--- config.mk ---
export PLATFORM = sky130hd
export DESIGN_NAME = writeback_unit
export DESIGN_NICKNAME = d
export VERILOG_FILES = /design/src/rtl/wb_pkg.sv /design/src/rtl/wb_load_align.sv /design/src/rtl/writeback_unit.sv
export SDC_FILE = /design/constraint.sdc
export NUM_CORES = 1
export LEC_CHECK = 0
export BUFFER_PORTS_ARGS = -buffer_cell sky130_fd_sc_hd__buf_4
export CAP_MARGIN = 30
export CELL_PAD_IN_SITES_DETAIL_PLACEMENT = 2
export CELL_PAD_IN_SITES_GLOBAL_PLACEMENT = 2
export CORE_ASPECT_RATIO = 0.8
export CORE_UTILIZATION = 30
export CTS_CLUSTER_SIZE = 8
export DETAILED_ROUTE_END_ITERATION = 16
export GPL_TIMING_DRIVEN = 0
export PLACE_DENSITY_LB_ADDON = 0.1
export SYNTH_ARGS = -nofsm -noshare
export SYNTH_HDL_FRONTEND = slang
export SYNTH_SLANG_ARGS = --single-unit
export TNS_END_PERCENT = 10
--- constraint.sdc ---
create_clock -name clk -period 5.2 [get_ports clk]
set_input_delay 1.04 -clock clk [delete_from_list [all_inputs] [get_ports clk]]
set_output_delay 1.04 -clock clk [all_outputs]
set_load 0.1 [all_outputs]
--- src/rtl/wb_pkg.sv ---
// Shared write-back types: result-source select and load funct3 codes.
// Used by decode, MEM and write-back stages.
package wb_pkg;

  typedef enum logic [1:0] {
    WB_ALU  = 2'b00,
    WB_LOAD = 2'b01,
    WB_PC4  = 2'b10,
    WB_IMM  = 2'b11
  } wb_sel_t;

  localparam logic [2:0] F3_LB  = 3'b000;
  localparam logic [2:0] F3_LH  = 3'b001;
  localparam logic [2:0] F3_LW  = 3'b010;
  localparam logic [2:0] F3_LBU = 3'b100;
  localparam logic [2:0] F3_LHU = 3'b101;

endpackage

--- src/rtl/wb_load_align.sv ---
// Load alignment: picks byte/halfword/word from the raw memory word
// and sign- or zero-extends it to XLEN.
module wb_load_align
  import wb_pkg::*;
#(
  parameter int XLEN = 32
) (
  input  logic [XLEN-1:0] data,
  input  logic [1:0]      off,
  input  logic [2:0]      load_type,
  output logic [XLEN-1:0] result
);

  logic [31:0] w;
  logic [15:0] h;
  logic [7:0]  b;

  always_comb begin
    w = data[31:0];
    b = w[{off, 3'b000} +: 8];
    // misaligned halfwords ignore off[0]
    h = off[1] ? w[31:16] : w[15:0];
    unique case (load_type)
      F3_LB:   result = XLEN'($signed(b));
      F3_LBU:  result = XLEN'(b);
      F3_LH:   result = XLEN'($signed(h));
      F3_LHU:  result = XLEN'(h);
      default: result = XLEN'($signed(w));
    endcase
  end

endmodule

--- src/rtl/writeback_unit.sv ---
// Write-back stage: result mux, buffered register-file write queue,
// pending-write lookup and retired-instruction counter.
module writeback_unit
  import wb_pkg::*;
#(
  parameter int XLEN  = 32,
  parameter int DEPTH = 2,
  parameter int CNT_W = 64
) (
  input  logic             clk,
  input  logic             rst,
  input  logic             in_valid,
  output logic             in_ready,
  input  logic [XLEN-1:0]  in_alu_out,
  input  logic [XLEN-1:0]  in_pc,
  input  logic [XLEN-1:0]  in_imm,
  input  logic [XLEN-1:0]  in_load_data,
  input  logic [1:0]       in_wb_sel,
  input  logic [2:0]       in_load_type,
  input  logic [4:0]       in_rd,
  input  logic             in_we,
  input  logic             rf_grant,
  output logic             rf_we,
  output logic [4:0]       rf_waddr,
  output logic [XLEN-1:0]  rf_wdata,
  input  logic [4:0]       lookup_rs,
  output logic             lookup_hit,
  output logic [XLEN-1:0]  lookup_data,
  output logic [1:0]       retire,
  output logic [CNT_W-1:0] instret
);

  localparam int PW = $clog2(DEPTH);
  localparam int CW = PW + 1;

  logic [XLEN-1:0] data_q [DEPTH];
  logic [4:0]      rd_q   [DEPTH];
  logic [PW-1:0]   head;
  logic [PW-1:0]   tail;
  logic [CW-1:0]   count;
  logic [PW-1:0]   idx;

  logic [XLEN-1:0] load_val;
  logic [XLEN-1:0] wdata;
  logic            full;
  logic            accept;
  logic            writer;
  logic            push;
  logic            pop;
  logic            nonwr;
  wb_sel_t         sel;

  wb_load_align #(.XLEN(XLEN)) u_align (
    .data      (in_load_data),
    .off       (in_alu_out[1:0]),
    .load_type (in_load_type),
    .result    (load_val)
  );

  always_comb begin
    sel = wb_sel_t'(in_wb_sel);
    unique case (sel)
      WB_ALU:  wdata = in_alu_out;
      WB_LOAD: wdata = load_val;
      WB_PC4:  wdata = in_pc + XLEN'(4);
      default: wdata = in_imm;
    endcase
  end

  // in_ready depends only on registered occupancy, never on rf_grant
  assign full     = (count == CW'(DEPTH));
  assign in_ready = !full && !rst;
  assign accept   = in_valid && in_ready;
  assign writer   = in_we && (in_rd != 5'd0);
  assign push     = accept && writer;
  assign nonwr    = accept && !writer;

  assign rf_we    = (count != '0);
  assign rf_waddr = rd_q[head];
  assign rf_wdata = data_q[head];
  assign pop      = rf_we && rf_grant;

  assign retire   = {1'b0, nonwr} + {1'b0, pop};

  // walk oldest to youngest so the youngest match overrides
  always_comb begin
    lookup_hit  = 1'b0;
    lookup_data = '0;
    idx         = '0;
    for (int k = 0; k < DEPTH; k++) begin
      idx = head + PW'(k);
      if (CW'(k) < count && rd_q[idx] == lookup_rs
          && lookup_rs != 5'd0) begin
        lookup_hit  = 1'b1;
        lookup_data = data_q[idx];
      end
    end
  end

  always_ff @(posedge clk or posedge rst) begin
    if (rst) begin
      head    <= '0;
      tail    <= '0;
      count   <= '0;
      instret <= '0;
      for (int i = 0; i < DEPTH; i++) begin
        data_q[i] <= '0;
        rd_q[i]   <= '0;
      end
    end else begin
      if (push) begin
        data_q[tail] <= wdata;
        rd_q[tail]   <= in_rd;
        tail         <= tail + PW'(1);
      end
      if (pop) head <= head + PW'(1);
      unique case ({push, pop})
        2'b10:   count <= count + CW'(1);
        2'b01:   count <= count - CW'(1);
        default: count <= count;
      endcase
      instret <= instret + CNT_W'(retire);
    end
  end

endmodule
== Word level (Yosys, flattened, before mapping) ==
Cells that the tools add are included.
Word-level totals
  register bits after elaboration: 142
  bits of input ports: 148
  word-level logic and storage cells: 81
Cells by class
  add/sub/neg operators: 7
  order comparisons: 6
  equal/unequal tests: 10
  shift operators: 1
  mux-type cells: 26
  bitwise operators: 3
  reduce and logical (&&, ||, !) cells: 20
Operators by type and width (number)
  2-to-1 mux 32 bit: 9
  one-hot mux 32 bit (4 select lines): 1
  one-hot mux 32 bit (3 select lines): 1
  adder 64 x 2 -> 64 bit: 1
  bitwise mux 64 bit: 1
  2-to-1 mux 5 bit: 7
  adder 32 x 3 -> 32 bit (second input constant): 1
  demux 32 bit (select 1 bit): 1
  indexed part select 32 x 6 -> 8 bit: 1
  2-to-1 mux 16 bit: 1
  logical AND 1 bit: 11
  bitwise mux 10 bit: 1
  equality test 5 bit: 2
  nonzero test 5 bit: 2
  equality test 2 bit (second input constant): 3
  equality test 3 bit (second input constant): 2
  >= comparator 2 bit (second input constant): 3
  NOT 1 -> 2 bit: 3
  demux 5 bit (select 1 bit): 1
  equality test 2 x 1 -> 1 bit (second input constant): 2
  < comparator 1 x 2 -> 1 bit (first input constant): 2
  one-hot mux 2 bit (2 select lines): 1
  nonzero test 2 bit: 2
  equality test 3 x 1 -> 1 bit (second input constant): 1
  9 further kinds: 13

== Depth between registers and ports, before layout ==
Gate-level depths: netlist of run 1.
  depth in word-level cells: 9
  depth in mapped cells: 13

== Modules after synthesis ==
From an unflattened synthesis of run 1, not the netlist that was laid out.
Second synthesis, totals
  cells, all modules: 954
  area, all modules: 9111.2 µm²
By module, submodules not included
  writeback_unit: instances 1, cells an instance 858, area each 8265.4 µm²
  wb_load_align: instances 1, cells an instance 96, area each 845.8 µm²

== Least setup slack after synthesis of run 1 ==
Ideal clock, no wire load.
  kind: input port to flip-flop
  start point: input port rst
  end point: register instret[44]
  library setup time: 164 ps
  data arrival time: 5534 ps
  data required time: 5036 ps
  slack: -498 ps
  cell stages on the path: 10
  path through: nor2_1 and3_1 ha_1 inv_1 fa_1 or3_1 nor4_1 nand4_1 nor2_1 xor2_1
Between the ends
  longest elaborated chain between the ends: 6
RTL lines
  start, declared: RTL line writeback_unit.sv:11  | input logic rst,
  zero test 1 bit (no line)
  logical AND 1 bit: RTL line writeback_unit.sv:72  | assign in_ready = !full && !rst;
  logical AND 1 bit: RTL line writeback_unit.sv:73  | assign accept = in_valid && in_ready;
  logical AND 1 bit: RTL line writeback_unit.sv:76  | assign nonwr = accept && !writer;
  adder 1 x 1 -> 2 bit: RTL line writeback_unit.sv:83  | assign retire = {1'b0, nonwr} + {1'b0, pop};
  via retire[1]: RTL line writeback_unit.sv:29  | output logic [1:0] retire,
  adder 64 x 2 -> 64 bit: RTL line writeback_unit.sv:122  | instret <= instret + CNT_W'(retire);
  end signal, assigned: RTL line writeback_unit.sv:122
  end, declared: RTL line writeback_unit.sv:30  | output logic [CNT_W-1:0] instret
The timed path passes the listed nets, and every way through them passes these cells.
A chain may end at the register's enable or synchronous reset.

== Final worst setup path of run 1 ==
  start point: input port in_rd[1]
  end point: register instret[44]
Between the ends
  longest elaborated chain between the ends: 6
RTL lines
  start, declared: RTL line writeback_unit.sv:20  | input logic [4:0] in_rd,
  nonzero test 5 bit: RTL line writeback_unit.sv:74  | assign writer = in_we && (in_rd != 5'd0);
  logical AND 1 bit: RTL line writeback_unit.sv:74
  zero test 1 bit: RTL line writeback_unit.sv:76
  logical AND 1 bit: RTL line writeback_unit.sv:76
  adder 1 x 1 -> 2 bit: RTL line writeback_unit.sv:83
  adder 64 x 2 -> 64 bit: RTL line writeback_unit.sv:122
Every way passes these cells.

==> impl_metrics.json, run 1 <==
{
  "run_status": "complete, no violations",
  "hold_viol_final": 0,
  "grt_pass1_vias": 9841,
  "path_clk_slew_ns": 0.06,
  "synth.distinct_cells": 63,
  "end_kind": "flip-flop",
  "nFillCells": 3236,
  "slew_headroom_pct": 32.1,
  "instances_no_fill": 1680,
  "synthFlopType": "dfrtp_1",
  "cts_buffer_depth": 2,
  "grt_use_total_pct": 27.8,
  "yosysWarnings": 0,
  "routed_wl_um": 41200,
  "drive_above_1_share_pct": 28.5,
  "syn_area_per_cell_um2": 8.88,
  "crit_buf_inv": 2,
  "synthesis.area_um2": 8830,
  "core_um2": 28600,
  "post-route-util_pct": 42.1,
  "crit_arrival_ns": 4.98,
  "first_pass_iters": 5,
  "cp-start-kind": "input port",
  "htree_levels": 4,
  "ir_drop_mv": 0.393,
  "post_cts_buffers": 0,
  "die_x_um": 194,
  "path_delay_family": "simple AND/OR/NAND/NOR gates",
  "power_density_nw_per_um2": 583,
  "std_cell_rows": 55,
  "pre_cts_slack_ns": 0.140,
  "crit_path_cell_trace": "buf_4 -> or4_1 -> o21ai_0 -> and3_1 -> ha_1 -> ha_1 -> inv_1 -> fa_1 -> or3_1 -> nor4_1 -> nand4_1 -> nor2_1 -> xor2_1",
  "finalMaxSlewViolations": 0,
  "r2r_slack_ns": 1.14,
  "rsz0062_at_grt": "false",
  "seq_area_frac_synth_pct": 40.2,
  "required_ns": 5.56,
  "antenna_found_initial": 2,
  "holdWs_ns": 0.484,
  "grt_pass1_wl_um": 62500,
  "cpMostUsedCell": "ha_1",
  "hp-class": "flip-flop to flip-flop",
  "cts_tree": "built",
  "multi_input_area_um2": 4930,
  "max_freq_mhz": 216,
  "critPathMaxStageDelay_ns": 0.73,
  "drc": 0,
  "synth_edf_count": 0,
  "setup_viol": 0,
  "vias": 9116,
  "cts_root_buf": "clkbuf_16",
  "port_buffers": 281,
  "nets": 1455,
  "drtAntennaViolNets": 0,
  "leakage_uw": 0.00555,
  "hold_buffers": 0,
  "initial_utilization_pct": 30.8,
  "critPathMaxFanout": 5,
  "design.die.area_um2": 30100,
  "worstMarginPinSlew_ns": 1.02,
  "synth_fp_nets": 1151,
  "gp_congestion": 0.958,
  "syn_to_final_growth_pct": 36.6,
  "finalWorstSetupSlack_ns": 0.574,
  "dpl.hpwl_um": 32600,
  "insertion_delay_ns": 0.44,
  "maxCapViolations": 0,
  "io_pins": 286,
  "drt_iter0_markers": 483,
  "async_flop_share_pct": 100,
  "grt_max_degree": 79,
  "ys_ff_latch": 142,
  "ctsResizeCount": 0,
  "viasPerCell": 5.43,
  "fin_crit_sh_pct": 89.0,
  "placed_area_um2": 11500,
  "grt_remaining_overflow": 0,
  "dp.cells": 1649,
  "synthCells": 994,
  "path_class": "input port to flip-flop",
  "fp.dieH_um": 155,
  "fin_crit_ns": 4.63,
  "cts_buffers": 17,
  "avgRoutedWirePerCell_um": 24.5,
  "regArea_um2": 3550,
  "final_area_um2": 12100,
  "slowest_stage": "nor4_1",
  "skew_ns": 0.0124,
  "numClockSinks": 142
}
==> synth_stat cells, drive strengths merged (17+ instances only) <==
library cell	instances	area, um^2
nand2	141	529
buf	17	100
nor2	89	334
clkbuf	36	135
nand3	44	220
a22o	38	333
a21oi	47	235
mux2i	18	205
xor2	22	193
mux2	34	387
inv	28	105
nand4	34	213
and3	17	106
o21ai	67	335
xnor2	77	674
dfrtp	142	3550
==> layout make-up <==
type	instances	share of cell area [%]
Multi-Input combinational cell	769	40.9
Clock inverter	9	1.12
Buffer	53	1.95
Tap cell	370	3.84
Timing Repair Buffer	285	17.9
Clock buffer	21	3.90
Antenna cell	1	0.0207
Sequential cell	142	29.5
Inverter	30	0.975
==> sequential cells by signal, summed over array words and instances, names as in the netlist <==
| name | count |
|---|---|
| data_q | 64 |
| head | 1 |
| count | 2 |
| tail | 1 |
| instret | 64 |
| rd_q | 10 |
==> kinds of logic after synthesis <==
kind of cell / after synthesis / synth area share (%)
buf+inv: 83 / 3.94
simple gates: 373 / 19.8
mux: 55 / 7.47
flops: 142 / 40.2
compound gates: 233 / 17.4
fa+ha+maj: 9 / 1.36
xor+xnor: 99 / 9.82
==> layer usage <==
| layer | track usage (%) | up-vias | share of wire [%] |
|---|---|---|---|
| li1 | - | 4182 | - |
| met1 | 38.5 | 4656 | 48 |
| met2 | 44.1 | 246 | 45 |
| met3 | 5.83 | 32 | 5.2 |
| met4 | 6.55 | 0 | 1.5 |
| met5 | 0 | - | 0 |
==> cell usage in the layout, fill, tap and decap left out, types with 5 or more instances in the layout <==
cell       count
ha_1           8
and3_1        17
a31oi_1       15
mux2_2        33
nor2_1        88
nand4_1       34
clkbuf_16     17
inv_1         27
a221oi_1      12
a22oi_1        9
a21oi_1       47
a211oi_1      11
o31ai_1        5
buf_4        284
clkbuf_1      37
xnor2_1       77
a22o_1        38
xor2_1        22
dfrtp_1      142
nor3_1         8
and4_1         6
nand2_1      141
mux2i_1       16
nor4_1         8
nand3_1       44
buf_1          5
o21ai_0       67
buf_2          9
==> power breakdown <==
group          switching [uW]  internal (uW)
logic                    3010            981
registers                 320           1430
clock network             511            789
==> through the flow <==
stage | setup TNS (ns) | total power [uW]
after floorplan | 0 | 4710
after global placement | -239.10 | 5650
after detailed placement | 0 | 5730
after CTS | 0 | 7070
after global routing | 0 | 7330
final | 0 | 7040
==> path summary, 6_finish.rpt <==
path | from | to | depth (start not counted)
max | in_rd[1] | instret[44] | 13
max in group asynchronous | rst | data_q[15] | 3
min in group asynchronous | rst | count[1] | 2
max reg2reg | count[0] | instret[44] | 13
min reg2reg | instret[63] | instret[63] | 1
min | instret[63] | instret[63] | 1
Note: power is estimated with default switching activity, not from simulation.
==> run 2, diff against run 1 <==
--- a/config.mk
+++ b/config.mk
@@ -9,7 +9,6 @@
 export CAP_MARGIN = 30
 export CELL_PAD_IN_SITES_DETAIL_PLACEMENT = 2
 export CELL_PAD_IN_SITES_GLOBAL_PLACEMENT = 2
-export CORE_ASPECT_RATIO = 0.8
 export CORE_UTILIZATION = 30
 export CTS_CLUSTER_SIZE = 8
 export DETAILED_ROUTE_END_ITERATION = 16
@@ -18,4 +17,3 @@
 export SYNTH_ARGS = -nofsm -noshare
 export SYNTH_HDL_FRONTEND = slang
 export SYNTH_SLANG_ARGS = --single-unit
-export TNS_END_PERCENT = 10
==> run 2 against run 1 <==
Effect of this change: register-to-register slack worse by 0.16 ns; clock power is 7% lower; die area hardly changed; global-route usage is 0.53 points lower; worst hold slack worse by 0.012 ns; combinational power hardly changed; setup slack worse by 0.15 ns; clock-buffer cell count is 4 lower; sequential share of layout area is 0.055 points higher; sequential power is 3% lower; clock skew hardly changed; largest cell class unchanged.
==> impl_metrics.json, run 2 (same netlist as run 1, synthesis figures left out) <==
{
  "met2_wirelength_um": 19700,
  "r2r_slack_ns": 0.98,
  "first_pass_iters": 5,
  "hold_viol_final": 0,
  "whs_path_depth": 1,
  "layout_commonest_cell": "buf_4",
  "finalWorstSetupSlack_ns": 0.426,
  "share_comb_of_total_power_pct": 57.9,
  "initial_utilization_pct": 30.6,
  "vias": 9229,
  "avgRoutedWirePerCell_um": 24.1,
  "cts_buffers": 17,
  "final_cell_mix": "buf_4 (282), dfrtp_1 (142), nand2_1 (141)",
  "grt_pass1_wl_um": 61700,
  "power_density_nw_per_um2": 574,
  "wl_met3_um": 2190,
  "fin_crit_ns": 4.77,
  "drc": 0,
  "drive_above_1_share_pct": 28.6,
  "slowest_stage": "nor4_1",
  "crit_path_cell_trace": "buf_4 -> or4_1 -> o21ai_0 -> and3_1 -> ha_1 -> ha_1 -> inv_1 -> fa_1 -> or3_1 -> nor4_1 -> nand4_1 -> nor2_1 -> xor2_1",
  "htree_levels": 4,
  "viasPerCell": 5.44,
  "finalMaxSlewViolations": 0,
  "wl_met1_um": 17700,
  "cts_buffer_depth": 2,
  "post_cts_buffers": 0,
  "path_class": "input port to flip-flop",
  "gp_congestion": 0.960,
  "nFillCells": 3261,
  "syn_to_final_growth_pct": 36.4,
  "largestRegisters": "data_q: 64 flops, instret: 64 flops, rd_q: 10 flops",
  "maxCapViolations": 0,
  "fin_crit_sh_pct": 91.8,
  "numClockSinks": 142,
  "hp-class": "flip-flop to flip-flop",
  "port_buffers": 281,
  "fp.dieH_um": 174,
  "drt_iter0_markers": 458,
  "max_freq_mhz": 209,
  "cpMostUsedCell": "ha_1",
  "cts_root_buf": "clkbuf_16",
  "design.die.area_um2": 30100,
  "p_int_uw": 3050,
  "slew_headroom_pct": 29.6,
  "cp-start-kind": "input port",
  "insertion_delay_ns": 0.43,
  "required_ns": 5.56,
  "routed_wl_um": 40900,
  "dr.max_layer_used": "met5",
  "run_status": "complete, no violations",
  "rsz0062_at_grt": "false",
  "seqPwrFrac_pct": 24.6,
  "hold_buffers": 0,
  "end_kind": "flip-flop",
  "nets": 1454,
  "power.share.clock_pct": 17.4,
  "ir_drop_mv": 0.420,
  "p_sw_share_pct": 55.9,
  "pre_cts_slack_ns": 0.0158,
  "ctsResizeCount": 0,
  "skew_ns": 0.0120,
  "fin_setup_tns_ns": 0,
  "dpl.hpwl_um": 32100,
  "setup_viol": 0,
  "switchingPower_uw": 3870,
  "crit_arrival_ns": 5.13,
  "grt_pass1_vias": 9822,
  "antenna_found_initial": 3,
  "grt_remaining_overflow": 0,
  "reg2reg_depth": 12,
  "grt_use_total_pct": 27.2,
  "io_pins": 286,
  "worstMarginPinSlew_ns": 1.05,
  "path_clk_slew_ns": 0.07,
  "critPathMaxFanout": 5,
  "core_um2": 28900,
  "critPathMaxStageDelay_ns": 0.79,
  "grt_max_degree": 87,
  "die_x_um": 174,
  "leakage_uw": 0.00554,
  "drtAntennaViolNets": 0,
  "cts_tree": "built",
  "std_cell_rows": 62
}
run 2: changes by cell type in the layout (fill, tap and decap cells not counted), moves of 2 or more:
cell and delta:
buf_4 -2, bufinv_16 -3, clkbuf_8 -3, inv_6 +5, inv_8 +4
run 2: stage by stage:
stage | cell area (um^2) | hold slack [ns] | utilization, % | total power (uW) | instances
3_5_place_dp | 11500 | 0.470 | 39.7 | 5730 | 1661
3_3_place_gp | 11400 | 0.465 | 39.6 | 5650 | 1659
6_report | 12000 | 0.473 | 41.7 | 6920 | 1696
4_1_cts | 12000 | 0.481 | 41.7 | 6970 | 1693
5_1_grt | 12000 | 0.513 | 41.7 | 7210 | 1696
2_1_floorplan | 8830 | 0.461 | - | 4710 | 994
run 2: area by class of cell:
class / instances / area (um^2) / share of cell area, %
clock buffer: 17 / 425 / 3.53
multi-input combinational: 769 / 4930 / 40.9
timing repair buffer: 284 / 2150 / 17.9
buffer: 53 / 235 / 1.95
tap: 384 / 480 / 3.99
inverter: 30 / 118 / 0.977
sequential: 142 / 3550 / 29.5
clock inverter: 15 / 143 / 1.18
antenna: 2 / 5.00 / 0.0416
run 2: final timing paths:
path / start / endpoint
max in group asynchronous: rst / instret[9]
max: in_rd[1] / instret[46]
min: instret[63] / instret[63]
min in group asynchronous: rst / rd_q[7]
min reg2reg: instret[63] / instret[63]
max reg2reg: count[0] / instret[46]
run 2: routing by layer:
layer	track usage, %	vias up
li1	-	4187
met3	5.53	68
met5	0	-
met1	34.6	4673
met4	9.73	2
met2	45.7	299
run 2: worst max-delay path: cells and delay by family:
kind | cells | cell delay (ns)
fa+ha+maj | 3 | 0.87
buf+inv | 2 | 0.20
xor+xnor | 1 | 0.16
simple gates | 6 | 2.69
compound gates | 1 | 0.17
run 2: power by group through the flow:
stage | logic, uW | clock network [uW] | registers, uW
global route | 4170 | 1270 | 1760
finish | 4010 | 1210 | 1700
detailed placement | 4010 | 0 | 1720
global placement | 3950 | 0 | 1700
CTS | 4030 | 1230 | 1700
floorplan | 2880 | 0 | 1830
==> run 3, diff against run 2 <==
--- a/config.mk
+++ b/config.mk
@@ -9,6 +9,7 @@
 export CAP_MARGIN = 30
 export CELL_PAD_IN_SITES_DETAIL_PLACEMENT = 2
 export CELL_PAD_IN_SITES_GLOBAL_PLACEMENT = 2
+export CORE_MARGIN = 2
 export CORE_UTILIZATION = 30
 export CTS_CLUSTER_SIZE = 8
 export DETAILED_ROUTE_END_ITERATION = 16
==> run 3 against run 2 <==
Effect of this change: sequential power about the same; design area is essentially flat; worst hold slack improved by 0.011 ns; sequential share of layout area hardly changed; global-route usage down 1.1 points; power rose by 0.81%; critical path depth unchanged; final cell count fell by 0.12%; clock-buffer cell count did not move; critical path type unchanged; non-clock buffer count fell by 1.
==> impl_metrics.json, run 3 (same netlist as run 1, synthesis figures left out) <==
{
  "run_status": "complete, no violations",
  "nets": 1453,
  "htree_levels": 4,
  "final_cell_mix": "buf_4 (282), dfrtp_1 (142), nand2_1 (141)",
  "design.die.area_um2": 30800,
  "cts_root_buf": "clkbuf_16",
  "grt_use_total_pct": 26.2,
  "post_cts_buffers": 0,
  "initial_utilization_pct": 30.6,
  "die_x_um": 176,
  "reg2reg_to": "instret[44]",
  "critPathMaxStageDelay_ns": 0.72,
  "drc": 0,
  "leakage_uw": 0.00554,
  "slew_headroom_pct": 34.6,
  "hold_end": "instret[63]",
  "regArea_um2": 3550,
  "worstMarginPinSlew_ns": 0.978,
  "placed_area_um2": 11500,
  "std_cell_rows": 62,
  "setup_viol": 0,
  "dpl.hpwl_um": 31800,
  "nFillCells": 3268,
  "slowest_stage": "nor4_1",
  "layout_commonest_cell": "buf_4",
  "grt_pass1_vias": 9923,
  "path_clk_slew_ns": 0.07,
  "drive_above_1_share_pct": 28.6,
  "whs_path_depth": 1,
  "rr_startpoint": "count[0]",
  "grt_max_degree": 86,
  "fin_crit_ns": 4.64,
  "final_area_um2": 12100,
  "power_density_nw_per_um2": 578,
  "power.total_uw": 6970,
  "vias": 9083,
  "cts_tree": "built",
  "rsz0062_at_grt": "false",
  "fin_setup_tns_ns": 0,
  "io_pins": 286,
  "crit_arrival_ns": 5.00,
  "cts_buffer_depth": 2,
  "required_ns": 5.55,
  "ir_drop_mv": 0.407,
  "multi_input_area_um2": 4930,
  "drtAntennaViolNets": 0,
  "cp-start-kind": "input port",
  "path_class": "input port to flip-flop",
  "holdWs_ns": 0.484,
  "routed_wl_um": 40200,
  "cts_buffers": 17,
  "ctsResizeCount": 0,
  "first_pass_iters": 5,
  "avgRoutedWirePerCell_um": 23.8,
  "core_um2": 28900,
  "grt_pass1_wl_um": 60900,
  "hold_buffers": 0,
  "hp-class": "flip-flop to flip-flop",
  "insertion_delay_ns": 0.43,
  "numClockSinks": 142,
  "antenna_found_initial": 2,
  "drt_iter0_markers": 497,
  "gp_congestion": 0.914,
  "crit_start": "in_rd[1]",
  "fin_crit_sh_pct": 89.3,
  "finalMaxSlewViolations": 0,
  "viasPerCell": 5.36,
  "reg2reg_depth": 12,
  "max_freq_mhz": 215,
  "maxCapViolations": 0,
  "port_buffers": 281,
  "crit_path_cell_trace": "buf_4 -> or4_1 -> o21ai_0 -> and3_1 -> ha_1 -> ha_1 -> inv_1 -> fa_1 -> or3_1 -> nor4_1 -> nand4_1 -> nor2_1 -> xor2_1",
  "r2r_slack_ns": 1.16,
  "grt_remaining_overflow": 0,
  "finalWorstSetupSlack_ns": 0.555,
  "cpMostUsedCell": "ha_1",
  "pre_cts_slack_ns": 0.0110,
  "syn_to_final_growth_pct": 36.5,
  "largestRegisters": "data_q: 64 flops, instret: 64 flops, rd_q: 10 flops",
  "hold_viol_final": 0,
  "skew_ns": 0.0162,
  "fp.dieH_um": 176,
  "end_kind": "flip-flop",
  "critPathMaxFanout": 5,
  "min-delay-start": "instret[63]"
}
[run 3: cell count changes in the layout (fill, tap and decap cells not counted), sizes merged]
cell	previous run	this run
clkdlybuf4s18	1	0
buf	299	300
diode	2	1
clkbuf	54	53
inv	38	37
clkinv	5	4
bufinv	0	1
clkinvlp	2	3
[run 3: worst max-delay path by stage]
stage                              to  cells after the start  slack [ns]
after global routing      instret[42]                     13        0.21
after floorplan           instret[44]                     10        0.03
after global placement    instret[12]                      2       -1.70
final                     instret[44]                     13        0.56
after CTS                 instret[42]                     13        0.47
after detailed placement  instret[42]                     13        0.01
[run 3: layout make-up]
type | instances | area share [%]
clock buffer | 17 | 3.53
multi-input combinational | 769 | 40.9
inverter | 30 | 0.976
tap | 384 | 3.99
antenna | 1 | 0.0208
buffer | 53 | 1.95
clock inverter | 15 | 1.38
timing repair buffer | 283 | 17.8
sequential | 142 | 29.5
[run 3: per-stage QoR]
step,util [%],std cells
5_1_grt,41.8,1694
4_1_cts,41.8,1693
2_1_floorplan,-,994
6_report,41.8,1694
3_5_place_dp,39.7,1661
3_3_place_gp,39.6,1659
[run 3: worst max-delay path: cells and delay by family]
| kind | cells | cell delay, ns |
|---|---|---|
| xor gates and xnor gates | 1 | 0.15 |
| buffers and inverters | 2 | 0.20 |
| adders and majority gates | 3 | 0.87 |
| and+or+nand+nor | 6 | 2.57 |
| AOI/OAI and AO/OA | 1 | 0.16 |
[run 3: routing by layer]
metal	track usage [%]	share of wire, %	routed length (um)
met5	0	0.040	16
met4	7.09	2.4	947
met3	5.24	5.3	2120
met1	33.4	43	17400
met2	45.2	49	19700
[run 3: power by group]
part | switching [uW] | internal (uW)
clock | 566 | 684
sequential | 288 | 1430
combinational | 3020 | 981
total | 3880 | 3100
